### src/rtl/sweep_ctrl_if.sv
// Bus bundle for sweep_ctrl: run controls, sweep programming, counter
// feedback/controls and status. Optional sweep_num appears only when
// SWEEP_CTRL_STATUS_EN is defined.
//
// Control semantics: start is a one-cycle request that is honoured only
// while the block is idle (busy=0) and stop is low; there is no ready
// signal, so a start seen while busy is simply dropped. stop is a level
// that wins over start, kills cnt_en in the same cycle and returns the
// block to IDLE on the next edge.
interface sweep_ctrl_if #(
    parameter int WIDTH   = 8,
    parameter int PRE_W   = 8,
    parameter int DWELL_W = 8
);
    logic               start;
    logic               stop;
    logic [WIDTH-1:0]   lo_lim;
    logic [WIDTH-1:0]   hi_lim;
    logic [PRE_W-1:0]   prescale;
    logic [DWELL_W-1:0] dwell;
    logic [3:0]         cycles;
    logic [WIDTH-1:0]   count;
    logic               cnt_en;
    logic               cnt_up;
    logic               busy;
    logic               done;
    logic               err;
    logic [2:0]         phase;
`ifdef SWEEP_CTRL_STATUS_EN
    logic [3:0]         sweep_num;

    modport master (
        output start, stop, lo_lim, hi_lim, prescale, dwell, cycles, count,
        input  cnt_en, cnt_up, busy, done, err, phase, sweep_num
    );
    modport slave (
        input  start, stop, lo_lim, hi_lim, prescale, dwell, cycles, count,
        output cnt_en, cnt_up, busy, done, err, phase, sweep_num
    );
`else
    modport master (
        output start, stop, lo_lim, hi_lim, prescale, dwell, cycles, count,
        input  cnt_en, cnt_up, busy, done, err, phase
    );
    modport slave (
        input  start, stop, lo_lim, hi_lim, prescale, dwell, cycles, count,
        output cnt_en, cnt_up, busy, done, err, phase
    );
`endif
endinterface

### src/rtl/sweep_ctrl.sv
// sweep_ctrl: drives an external up/down counter so its value sweeps as a
// triangle wave between latched low/high limits, with a step prescaler and
// a dwell at each limit. Runs a programmed number of sweeps (0=forever).
// Optional macro SWEEP_CTRL_STATUS_EN exposes the sweep counter as sweep_num.
module sweep_ctrl #(
    parameter int WIDTH   = 8,
    parameter int PRE_W   = 8,
    parameter int DWELL_W = 8
) (
    input logic       clk,
    input logic       reset,
    sweep_ctrl_if.slave bus
);

    typedef enum logic [2:0] {
        IDLE    = 3'd0,
        SEEK    = 3'd1,
        UP      = 3'd2,
        HOLD_HI = 3'd3,
        DOWN    = 3'd4,
        HOLD_LO = 3'd5,
        DONE    = 3'd6
    } state_t;

    state_t             state;
    state_t             state_next;

    logic [WIDTH-1:0]   lo_q;
    logic [WIDTH-1:0]   hi_q;
    logic [PRE_W-1:0]   pre_q;
    logic [DWELL_W-1:0] dwell_q;
    logic [3:0]         cyc_q;

    logic [PRE_W-1:0]   pre_cnt;
    logic [DWELL_W-1:0] dwell_cnt;
    logic [3:0]         sweep_cnt;
    logic [3:0]         sweep_inc;
    logic               up_q;
    logic               err_q;

    logic               moving;
    logic               holding;
    logic [WIDTH-1:0]   target;
    logic               at_target;
    logic               tick;
    logic               dwell_end;
    logic               start_seen;
    logic               start_ok;
    logic               start_bad;
    logic               cnt_up_c;

    // Shared decode: which limit is being chased, prescaler tick, dwell end.
    always_comb begin
        moving     = (state == SEEK) || (state == UP) || (state == DOWN);
        holding    = (state == HOLD_HI) || (state == HOLD_LO);
        target     = (state == UP) ? hi_q : lo_q;
        at_target  = (bus.count == target);
        tick       = (pre_cnt == pre_q);
        dwell_end  = (dwell_cnt == dwell_q);
        sweep_inc  = sweep_cnt + 4'd1;
        start_seen = (state == IDLE) && bus.start && !bus.stop;
        start_ok   = start_seen && (bus.lo_lim < bus.hi_lim);
        start_bad  = start_seen && !(bus.lo_lim < bus.hi_lim);
    end

    // State register.
    always_ff @(posedge clk) begin
        if (reset) begin
            state <= IDLE;
        end else begin
            state <= state_next;
        end
    end

    // Next-state logic; stop overrides every other transition.
    always_comb begin
        state_next = state;
        if (bus.stop) begin
            state_next = IDLE;
        end else begin
            case (state)
                IDLE:    if (start_ok)  state_next = SEEK;
                SEEK:    if (at_target) state_next = UP;
                UP:      if (at_target) state_next = HOLD_HI;
                HOLD_HI: if (dwell_end) state_next = DOWN;
                DOWN:    if (at_target) state_next = HOLD_LO;
                HOLD_LO: begin
                    if (dwell_end) begin
                        if ((cyc_q != 4'd0) && (sweep_inc == cyc_q)) state_next = DONE;
                        else                                         state_next = UP;
                    end
                end
                DONE:    state_next = IDLE;
                default: state_next = IDLE;
            endcase
        end
    end

    // Outputs; cnt_en only on a tick that still has distance to cover, so
    // the counter lands exactly on the limit.
    always_comb begin
        cnt_up_c = up_q;
        case (state)
            SEEK:    cnt_up_c = (bus.count < lo_q);
            UP:      cnt_up_c = 1'b1;
            DOWN:    cnt_up_c = 1'b0;
            default: cnt_up_c = up_q;
        endcase
        bus.cnt_en = moving && tick && !at_target && !bus.stop;
        bus.cnt_up = cnt_up_c;
        bus.busy   = (state != IDLE);
        bus.done   = (state == DONE);
        bus.err    = err_q;
        bus.phase  = state;
    end

    // Run parameters are captured on any start taken in IDLE, so later
    // input changes cannot disturb a run in progress.
    always_ff @(posedge clk) begin
        if (reset) begin
            lo_q    <= '0;
            hi_q    <= '0;
            pre_q   <= '0;
            dwell_q <= '0;
            cyc_q   <= '0;
            err_q   <= 1'b0;
            up_q    <= 1'b0;
        end else begin
            if (start_seen) begin
                lo_q    <= bus.lo_lim;
                hi_q    <= bus.hi_lim;
                pre_q   <= bus.prescale;
                dwell_q <= bus.dwell;
                cyc_q   <= bus.cycles;
            end
            err_q <= start_bad;
            up_q  <= cnt_up_c;
        end
    end

    // Prescale and dwell counters restart whenever the state changes.
    always_ff @(posedge clk) begin
        if (reset) begin
            pre_cnt   <= '0;
            dwell_cnt <= '0;
        end else if (state_next != state) begin
            pre_cnt   <= '0;
            dwell_cnt <= '0;
        end else begin
            if (moving)  pre_cnt   <= tick ? '0 : pre_cnt + 1'b1;
            if (holding) dwell_cnt <= dwell_cnt + 1'b1;
        end
    end

    // Completed-sweep counter; wraps freely in continuous mode.
    always_ff @(posedge clk) begin
        if (reset) begin
            sweep_cnt <= 4'd0;
        end else if (start_ok) begin
            sweep_cnt <= 4'd0;
        end else if ((state == HOLD_LO) && dwell_end && !bus.stop) begin
            sweep_cnt <= sweep_inc;
        end
    end

`ifdef SWEEP_CTRL_STATUS_EN
    assign bus.sweep_num = sweep_cnt;
`endif

endmodule

### src/flat_wrapper.sv
// flat-port wrapper written by rule: the top's interface ports become plain ports
module sweep_ctrl_flat 
#(
    parameter int WIDTH   = 8,
    parameter int PRE_W   = 8,
    parameter int DWELL_W = 8
)
  (clk, reset, bus_start, bus_stop, bus_lo_lim, bus_hi_lim, bus_prescale, bus_dwell, bus_cycles, bus_count, bus_cnt_en, bus_cnt_up, bus_busy, bus_done, bus_err, bus_phase);
  sweep_ctrl_if #(.WIDTH(WIDTH), .PRE_W(PRE_W), .DWELL_W(DWELL_W)) bus_i ();
  input logic clk;
  input logic reset;
  input wire logic [$bits(bus_i.start)-1:0] bus_start;
  input wire logic [$bits(bus_i.stop)-1:0] bus_stop;
  input wire logic [$bits(bus_i.lo_lim)-1:0] bus_lo_lim;
  input wire logic [$bits(bus_i.hi_lim)-1:0] bus_hi_lim;
  input wire logic [$bits(bus_i.prescale)-1:0] bus_prescale;
  input wire logic [$bits(bus_i.dwell)-1:0] bus_dwell;
  input wire logic [$bits(bus_i.cycles)-1:0] bus_cycles;
  input wire logic [$bits(bus_i.count)-1:0] bus_count;
  output wire logic [$bits(bus_i.cnt_en)-1:0] bus_cnt_en;
  output wire logic [$bits(bus_i.cnt_up)-1:0] bus_cnt_up;
  output wire logic [$bits(bus_i.busy)-1:0] bus_busy;
  output wire logic [$bits(bus_i.done)-1:0] bus_done;
  output wire logic [$bits(bus_i.err)-1:0] bus_err;
  output wire logic [$bits(bus_i.phase)-1:0] bus_phase;
  assign bus_i.start = bus_start;
  assign bus_i.stop = bus_stop;
  assign bus_i.lo_lim = bus_lo_lim;
  assign bus_i.hi_lim = bus_hi_lim;
  assign bus_i.prescale = bus_prescale;
  assign bus_i.dwell = bus_dwell;
  assign bus_i.cycles = bus_cycles;
  assign bus_i.count = bus_count;
  assign bus_cnt_en = bus_i.cnt_en;
  assign bus_cnt_up = bus_i.cnt_up;
  assign bus_busy = bus_i.busy;
  assign bus_done = bus_i.done;
  assign bus_err = bus_i.err;
  assign bus_phase = bus_i.phase;
  sweep_ctrl #(.WIDTH(WIDTH), .PRE_W(PRE_W), .DWELL_W(DWELL_W)) u_core (.clk(clk), .reset(reset), .bus(bus_i));
endmodule
### config.mk
export PLATFORM = sky130hd
export DESIGN_NAME = sweep_ctrl_flat
export DESIGN_NICKNAME = d
export VERILOG_FILES = /design/src/rtl/sweep_ctrl_if.sv /design/src/rtl/sweep_ctrl.sv /design/src/flat_wrapper.sv
export SDC_FILE = /design/constraint.sdc
export NUM_CORES = 1
export LEC_CHECK = 0
export ABC_AREA = 1
export ABC_CLOCK_PERIOD_IN_PS = 3500
export CORE_MARGIN = 2
export CORE_UTILIZATION = 60
export CTS_BUF_LIST = sky130_fd_sc_hd__clkbuf_8
export DETAILED_ROUTE_END_ITERATION = 10
export GPL_ROUTABILITY_DRIVEN = 0
export PLACE_DENSITY = 0.91
export SYNTH_ARGS = -nofsm -noshare
export SYNTH_HDL_FRONTEND = slang
export SYNTH_SLANG_ARGS = --single-unit
### constraint.sdc
create_clock -name clk -period 3.5 [get_ports clk]
set_input_delay 0.35 -clock clk [delete_from_list [all_inputs] [get_ports clk]]
set_output_delay 0.35 -clock clk [all_outputs]
set_load 0.01 [all_outputs]
==> impl_results.md, run 1 <==
* Iteration-0 DRC Markers at 218
* Number of global-route vias before repair at 3223
* Mean post-synth cell area at 6.966 um^2
* WL/cell at between 10 and 15 um
* Register bit total from synthesis at 61
* Slew Limit Fails at 0
* Root buf cell: clkbuf_8
* Setup TNS at 0 ns
* Final hold slack at 0.4735 ns
* Worst R2R Start: u_core.bus.phase[1]$_SDFF_PP0_
* Lkg Pwr at between 1.5 and 2 nW
* Initial Utilization at 62.24%
* Main area contributors after synthesis: dfxtp_1, nand2_1, nor2_1, inv_1, ha_1
* Min Tclk post-route at 2.973 ns
* Yosys top cell area share at 35.41%
* IO buf count at 55
* Crit-path slowest cell: clkdlybuf4s50_1
* Hold Violations, Final at 0
* CP Class: register to primary output
* Worst Hold Class: register to register
* Unique masters post-synth at 35
* Most common cell after layout, fill and taps aside: nand2_1
* Clock transition at the registers of the reported paths at about 0.070 ns
* Largest net degree at the start of global routing at 55
* Worst path max stage delay at 0.53 ns
* Total Routing Usage GR at 27.97%
* # clock sinks at 61
* Crit path DAT at roughly 2.6 ns
* Count of final setup violators at 0
* WL met2 at 4272 um
* Nets@finish at around 600
* Syn Nets at 560
* Width of the die at approximately 80 um
* Die ar. at about 6400 um^2
* Met3 WL post-DR at 473 um
* Maximum fanout along the worst path at 7
* VDD IR-drop max at ~0.25 mV
* Crit. End Element: primary output
* Max-cap violations at 0
* Grt total ovfl at 0
* Termination of the worst setup path: bus_cnt_en
* Post-route cell area at 4228 um^2
* Pwr/cell area at 392.1 nW/um^2
* Worst Path Required at 3.15 ns
* Most Frequent Cell on Critical Path: inv_1
* Flop-to-flop setup slack at 0.99 ns
* Antenna violations before repair at 0
* Die Ht at around 80 um
* Hold buffer count at CTS at 0
* Antenna viol nets, final at 0
* Layout area overhead at 22.61%
* HP Start: u_core.hi_q[0]$_SDFFE_PP0P_
* Routed wire length at around 8400 um
* Core Footprint at 5540 um^2
* Share of cells above drive strength 1 at 6.884%
* FF-to-FF End: u_core.pre_cnt[3]$_SDFFE_PP0N_
* Status: completed
* Worst setup startpoint: u_core.bus.phase[0]$_SDFF_PP0_
* Rows at 27
* Residual DRC count at 0
* Skew final at 0.003721 ns
* Register Area at between 1000 and 1500 um^2
* Global-route wire length before repair at 13920 um
* Most frequent cells in the layout: nand2_1, nor2_1, dfxtp_1
* M1 WL at 3429 um
* Vias per cell at 5.401
* Boundary Pins at between 50 and 60
* Unrepaired setup endpoints after global routing: false
* Critical Path Source Type: register
* Ys Warns at 0
* Clock Latency Late Sink at around 0.34 ns
* CTS tree: yes
* Drt pass-1 iters at 4
* Setup bufs post-CTS at 0
* Dominant cell type by area after synthesis: dfxtp_1
* Cell Area, Placed at 4016 um^2
* Worst-margin pin slew at 0.6719 ns
* Footprint of the multi-input gates at approximately 1900 um^2
* Detail Placement HPWL at ~6000 um
* Cell count after synthesis at 495
* Reg2Reg Depth at 16
* Diode count at 0
* FMAX at roughly 340 MHz
* Cell Chain, Critical Path: inv_4 -> nor3_1 -> nor2_1 -> inv_1 -> nand2_1 -> inv_1 -> and3_1 -> clkdlybuf4s50_1
* Max transition margin at roughly 55%
* Top sig layer: met4
* Post_cts resized at 0
* Sequential area share after synthesis at a little over a third
* Crit share post-route at 84.94%
* Via count at around 3400
* Htree depth at 3
* Total CTS buffers at 9
* Filler instances at 398
* CTS max path bufs at 2
* Mapped cell area at 3448 um^2
## critical path, delay by kind of cell, from the launching register on
| kind | cells | cell delay (ns) |
|---|---|---|
| flip-flops | 1 | 0.52 |
| AND/OR/NAND/NOR | 4 | 0.84 |
| buffers and inverters | 4 | 0.93 |
## worst min path at each step
stage	to	slack, ns	cells after the start
floorplan	u_core.up_q$_SDFF_PP0_	0.42	1
global placement	u_core.hi_q[0]$_SDFFE_PP0P_	0.44	2
detailed placement	u_core.hi_q[0]$_SDFFE_PP0P_	0.46	2
CTS	u_core.hi_q[0]$_SDFFE_PP0P_	0.47	2
global route	u_core.hi_q[0]$_SDFFE_PP0P_	0.48	2
finish	u_core.hi_q[0]$_SDFFE_PP0P_	0.47	2
## power breakdown
part,leakage (nW),internal (W),switching (W)
clock,0.110,0.000383,0.000279
combinational,1.20,0.000117,0.000132
sequential,0.499,0.000726,0.0000193
total,1.80,0.00123,0.000431
## sequential cells by signal (all words and copies together), names as in the netlist
signal	cells
u_core.dwell_cnt	8
u_core.dwell_q	8
u_core.hi_q	8
u_core.lo_q	8
u_core.pre_cnt	8
u_core.pre_q	8
u_core.cyc_q	4
u_core.sweep_cnt	4
u_core.bus.phase	3
u_core.bus.err	1
u_core.up_q	1
## metrics by stage
stage	total power (W)	utilization [%]	cells	setup slack, ns
after detailed placement	0.001006	72.49	608	0.8359
final	0.001658	76.31	624	0.5271
after global placement	0.0009956	72.49	608	0.8598
after CTS	0.001659	76.31	624	0.5480
after floorplan	0.0009062	-	495	1.479
after global routing	0.001733	76.31	624	0.3259
## synth_stat cells
| master | number |
|---|---|
| nand3b_1 | 2 |
| inv_1 | 58 |
| nand2_1 | 101 |
| nor2_4 | 2 |
| a22oi_1 | 1 |
| nor2_2 | 10 |
| o21ai_0 | 41 |
| or2_2 | 3 |
| and3_1 | 1 |
| nor3_1 | 5 |
| nand3_1 | 30 |
| nor3_2 | 1 |
| o211ai_1 | 1 |
| dfxtp_1 | 61 |
| o21bai_1 | 1 |
| nor3b_1 | 1 |
| buf_6 | 3 |
| inv_4 | 2 |
| nor2_1 | 64 |
| a31oi_1 | 1 |
| clkbuf_1 | 11 |
| clkinv_1 | 1 |
| xor2_1 | 10 |
| nand4_1 | 10 |
| xnor2_1 | 14 |
| ha_1 | 17 |
| a21boi_0 | 1 |
| nand3_4 | 2 |
| nand2_4 | 1 |
| a21oi_1 | 33 |
| a211oi_1 | 2 |
| and2_1 | 1 |
| o2111ai_1 | 1 |
| buf_2 | 1 |
| buf_4 | 1 |
## metal layers
| layer | vias up | GRT usage [%] |
|---|---|---|
| met3 | 22 | 7.579 |
| met2 | 108 | 50.34 |
| met4 | 0 | 12.20 |
| li1 | 1696 | - |
| met5 | - | 0 |
| met1 | 1544 | 30.62 |
## area by class of cell
class | count | area share (%)
Clock buffer | 12 | 3.906
Clock inverter | 4 | 1.095
Inverter | 61 | 5.534
Multi-Input combinational cell | 357 | 45.07
Sequential cell | 61 | 28.88
Tap cell | 72 | 2.131
Timing Repair Buffer | 57 | 13.38
## cells by family (layout without fill, tap and decap cells)
logic type / after synthesis / in the layout / synth area share, %
AO/OA/AOI/OAI: 82 / 82 / 12.48
XOR/XNOR: 24 / 24 / 6.096
adder cells (fa/ha/maj): 17 / 17 / 6.168
buffers and inverters: 77 / 134 / 9.325
flip-flops: 61 / 61 / 35.41
AND/OR/NAND/NOR: 234 / 234 / 30.51
No activity file was read; power rests on OpenSTA's default activity.
==> inputs of run 2 (changes only) <==
Settings changed: ABC_CLOCK_PERIOD_IN_PS 3500 to 2600, CORE_UTILIZATION 60 to 50, PLACE_DENSITY 0.91 to 0.81.
Clock period 3.5 ns to 2.6 ns, I/O delays scaled along.
==> run 2 against run 1 <==
Net effect:
- design area is 1.5% higher
- via count is 0.30% lower
- combinational power is 34% higher
- critical path depth is 1 higher
- first-iteration DRC count is 17% lower
- clock power is 10% higher
==> impl_results.md, run 2 (same netlist as run 1, synthesis figures left out) <==
* Core Footprint at 6719 um^2
* Filler instances at 581
* # clock sinks at 61
* WL/cell at 12.66 um
* Skew final at around 0.010 ns
* Diode count at 0
* Width of the die at ~87 um
* Footprint of the multi-input gates at 1929 um^2
* Worst Path Required at 2.34 ns
* Crit share post-route at just over 90%
* Vias per cell at ~5.2
* Crit-path slowest cell: clkdlybuf4s50_1
* Layout area overhead at 24.38%
* Critical Path Source Type: input pin
* Max transition margin at 69.09%
* Count of final setup violators at 0
* Residual DRC count at 0
* Routed wire length at about 8000 um
* HP Start: u_core.lo_q[0]$_SDFFE_PP0P_
* Total CTS buffers at 9
* Die ar. at 7577 um^2
* Worst R2R Start: u_core.bus.phase[2]$_SDFF_PP0_
* IO buf count at 55
* Number of global-route vias before repair at 3171
* Crit. End Element: primary output
* Final WS setup at 0.1697 ns
* Hold buffer count at CTS at 0
* CP Class: input pin to primary output
* CTS max path bufs at 2
* Nets@finish at 622
* Crit path DAT at 2.17 ns
* Total Routing Usage GR at 22.32%
* Max-cap violations at 0
* Cell Chain, Critical Path: clkdlybuf4s50_1 -> ha_1 -> a21boi_0 -> o211ai_1 -> nand2_1 -> nand4_1 -> o2111ai_1 -> nand3_1 -> clkdlybuf4s50_1
* Setup TNS at 0 ns
* Largest net degree at the start of global routing at 55
* Htree depth at 3
* Drt pass-1 iters at 5
* Hold Violations, Final at 0
* Placed insts at 620
* Unrepaired setup endpoints after global routing: false
* Most frequent cells in the layout: nand2_1, nor2_1, dfxtp_1
* Antenna violations before repair at 0
* Rows at 30
* Detail Placement HPWL at between 5000 and 6000 um
* Post-route cell area at around 4300 um^2
* Worst Hold Class: register to register
* CTS tree: yes
* Status: completed
* Antenna viol nets, final at 0
* Boundary Pins at 56
* Root buf cell: clkbuf_8
* Power Total at 0.002065 W
* VDD IR-drop max at around 0.28 mV
* Via count at 3360
* Clock Latency Late Sink at 0.34 ns
* Most common cell after layout, fill and taps aside: nand2_1
* Initial Utilization at 51.32%
* Cell Area, Placed at 4056 um^2
* Clock transition at the registers of the reported paths at 0.06 ns
* Pwr/cell area at 481.5 nW/um^2
* FMAX at 411.5 MHz
* Die Ht at 87.05 um
* Share of cells above drive strength 1 at under 10%
* Worst setup startpoint: bus_count[1]
* Grt total ovfl at 0
* Maximum fanout along the worst path at 3
* Min Tclk post-route at 2.430 ns
* Worst path max stage delay at 0.53 ns
* Slew Limit Fails at 0
* Most Frequent Cell on Critical Path: clkdlybuf4s50_1
* Post-place setup slack at slightly above 0.08 ns
* Register Area at 1230 um^2
* Finished Layout Cells at 641
* Lkg Pwr at 1.841 nW
* Worst-margin pin slew at 0.4636 ns
* Global-route wire length before repair at between 10000 and 15000 um
* Iteration-0 DRC Markers at approximately 180
run 2: cell count changes in the layout (fill, tap and decap cells not counted), sizes merged:
cell,change
clkdlybuf4s50,-1
dlymetal6s2s,+1
nand3,+1
clkbuf,-2
bufinv,-1
nor2,+1
clkinv,+3
buf,+8
inv,-1
run 2: power by group:
group | internal [W] | switching, W
combinational | 0.000161 | 0.000173
clock | 0.000359 | 0.000370
sequential | 0.000976 | 0.0000262
run 2: routing by layer:
layer | up-vias | global-route usage, % | wire length, um
li1 | 1720 | - | -
met1 | 1530 | 25.87 | 3433
met2 | 93 | 39.49 | 4097
met3 | 17 | 3.981 | 446
met4 | 0 | 10.65 | 138
met5 | - | 0 | 0
run 2: final cells by class:
type,count,area share (%)
timing repair buffer,65,14.64
multi-input combinational,359,44.98
sequential,61,28.68
clock inverter,5,0.6418
inverter,61,5.513
tap,80,2.334
clock buffer,10,3.209
run 2: final timing paths:
check | end | slack (ns) | cells past startpoint
worst max-delay path | bus_cnt_up | 0.17 | 9
worst max register to register | u_core.dwell_cnt[0]$_SDFFE_PP0P_ | 0.39 | 17
worst min register to register | u_core.lo_q[0]$_SDFFE_PP0P_ | 0.47 | 2
worst min-delay path | u_core.lo_q[0]$_SDFFE_PP0P_ | 0.47 | 2
run 2: worst max-delay path, delay by kind of cell:
family	cells	cell delay, ns
fa+ha+maj	1	0.30
simple gates	3	0.23
compound gates	3	0.40
buf+inv	2	0.97
run 2: through the flow:
stage	util (%)	hold slack, ns
floorplan	-	0.3294
global placement	60.37	0.4438
detailed placement	60.37	0.4622
CTS	63.58	0.4711
global route	63.84	0.4929
finish	63.84	0.4698
run 2: what timing repair did:
| action | CTS | global route |
|---|---|---|
| pin swaps | 2 | 1 |
| buffers inserted | 4 | 0 |
| gates resized for setup | 6 | 4 |
| endpoints found under the setup margin | 1 | 1 |
| cloned | 1 | 1 |
==> inputs of run 3 (changes only) <==
Settings changed: GPL_ROUTABILITY_DRIVEN 0 to unset, RECOVER_POWER set to 50.
==> run 3 against run 2 <==
Net effect:
- clock power about the same
- clock-buffer cell count unchanged
- combinational power about the same
- highest routed layer unchanged
- largest cell class unchanged
- core utilization down 0.13 points
==> impl_results.md, run 3 (same netlist as run 1, synthesis figures left out) <==
* FMAX at between 400 and 500 MHz
* Worst-margin pin slew at 0.8992 ns
* Die Ht at 87.05 um
* Critical Path Source Type: input pin
* CTS max path bufs at 2
* Largest net degree at the start of global routing at 55
* Number of global-route vias before repair at 3171
* Detail Placement HPWL at 5904 um
* Global-route wire length before repair at about 13000 um
* Skew final at 0.007464 ns
* Crit share post-route at 93.47%
* Clock transition at the registers of the reported paths at roughly 0.060 ns
* Worst setup startpoint: bus_count[1]
* Min Tclk post-route at 2.430 ns
* Routed wire length at approximately 8100 um
* Count of final setup violators at 0
* Hold Violations, Final at 0
* Antenna violations before repair at 0
* Cell Area, Placed at 4056 um^2
* CTS tree: yes
* Residual DRC count at 0
* Most common cell after layout, fill and taps aside: nand2_1
* Iteration-0 DRC Markers at 177
* Nets@finish at 622
* Diode count at 0
* Footprint of the multi-input gates at 1927 um^2
* Rows at 30
* WL/cell at 12.62 um
* Status: completed
* Antenna viol nets, final at 0
* Grt total ovfl at 0
* VDD IR-drop max at approximately 0.28 mV
* Flop-to-flop setup slack at 0.40 ns
* Total CTS buffers at 9
* Post-route cell area at 4280 um^2
* Termination of the worst setup path: bus_cnt_up
* Max transition margin at 40.05%
* FF-to-FF End: u_core.dwell_cnt[0]$_SDFFE_PP0P_
* Max-cap violations at 0
* Boundary Pins at 56
* Unrepaired setup endpoints after global routing: false
* Slew Limit Fails at 0
* Die ar. at 7577 um^2
* Crit. End Element: primary output
* Lkg Pwr at 1.839 nW
* Setup TNS at 0 ns
* Share of cells above drive strength 1 at 9.091%
* Vias per cell at 5.237
* Most frequent cells in the layout: nand2_1, nor2_1, dfxtp_1
* Total Routing Usage GR at 22.32%
* # clock sinks at 61
* Clock Latency Late Sink at ~0.34 ns
* Reg2Reg Depth at 17
* Worst R2R Start: u_core.bus.phase[2]$_SDFF_PP0_
* Pwr/cell area at approximately 480 nW/um^2
* Layout area overhead at 24.13%
* Worst hold path depth at 2
* Crit path DAT at ~2.2 ns
* Placer congestion estimate at 0.8799
* Root buf cell: clkbuf_8
* IO buf count at 55
* Filler instances at 585
* Register Area at 1230 um^2
* Via count at 3357
* Drt pass-1 iters at 5
* Core Footprint at 6719 um^2
* CP Class: input pin to primary output
* Initial Utilization at 51.32%
* Htree depth at 3
* Post-layout util at approximately 64%
* Worst Hold Class: register to register
* Maximum fanout along the worst path at 3
* Width of the die at 87.05 um
* Worst Path Required at 2.34 ns
-- run 3: metrics by stage --
| stage | total power [W] | setup slack (ns) | std cells | hold slack (ns) |
|---|---|---|---|---|
| global placement | 0.001346 | 0.1659 | 620 | 0.4438 |
| CTS | 0.002083 | 0.001049 | 640 | 0.4711 |
| global route | 0.002162 | 0.008193 | 641 | 0.4929 |
| finish | 0.002063 | 0.1697 | 641 | 0.4689 |
| floorplan | 0.001220 | 0.5791 | 495 | 0.3294 |
| detailed placement | 0.001357 | 0.08305 | 620 | 0.4622 |
-- run 3: routing by layer --
layer / part of all wire (%) / GRT usage (%) / vias up
met5: 0 / 0 / -
met4: 1.5 / 10.65 / 0
met3: 6.3 / 3.981 / 12
met2: 51 / 39.49 / 99
met1: 41 / 25.87 / 1526
li1: - / - / 1720
-- run 3: report_power, final --
group / total, W / internal (W) / switching [W]
Clock: 0.000728 / 0.000359 / 0.000370
Sequential: 0.00100 / 0.000976 / 0.0000260
Combinational: 0.000332 / 0.000159 / 0.000173
-- run 3: cell type report --
type                       instances  share of cell area, %
clock buffer                      10                  3.215
inverter                          61                  5.525
multi-input combinational        359                  45.02
timing repair buffer              65                  14.53
sequential                        61                  28.73
tap                               80                  2.338
clock inverter                     5                 0.6431
-- run 3: worst max-delay path, stage by stage --
cell	delay (ns)
clkdlybuf4s50_1	0.44
ha_1	0.30
a21boi_0	0.12
o211ai_1	0.16
nand2_1	0.07
nand4_1	0.07
o2111ai_1	0.12
nand3_1	0.09
clkdlybuf4s50_1	0.53
-- run 3: timing repair --
item,4_1_cts,5_1_grt
pin swaps,2,1
hold buffers,0,0
endpoints found under the setup margin,1,1
gates cloned,1,1
gates resized for setup,6,4
buffers inserted,4,0
-- run 3: how the worst min path moves through the flow --
stage	startpoint	to	slack, ns
floorplan	reset	u_core.up_q$_SDFF_PP0_	0.33
global placement	u_core.hi_q[0]$_SDFFE_PP0P_	u_core.hi_q[0]$_SDFFE_PP0P_	0.44
CTS	u_core.lo_q[0]$_SDFFE_PP0P_	u_core.lo_q[0]$_SDFFE_PP0P_	0.47
finish	u_core.lo_q[0]$_SDFFE_PP0P_	u_core.lo_q[0]$_SDFFE_PP0P_	0.47
detailed placement	u_core.lo_q[0]$_SDFFE_PP0P_	u_core.lo_q[0]$_SDFFE_PP0P_	0.46
global route	u_core.hi_q[0]$_SDFFE_PP0P_	u_core.hi_q[0]$_SDFFE_PP0P_	0.49
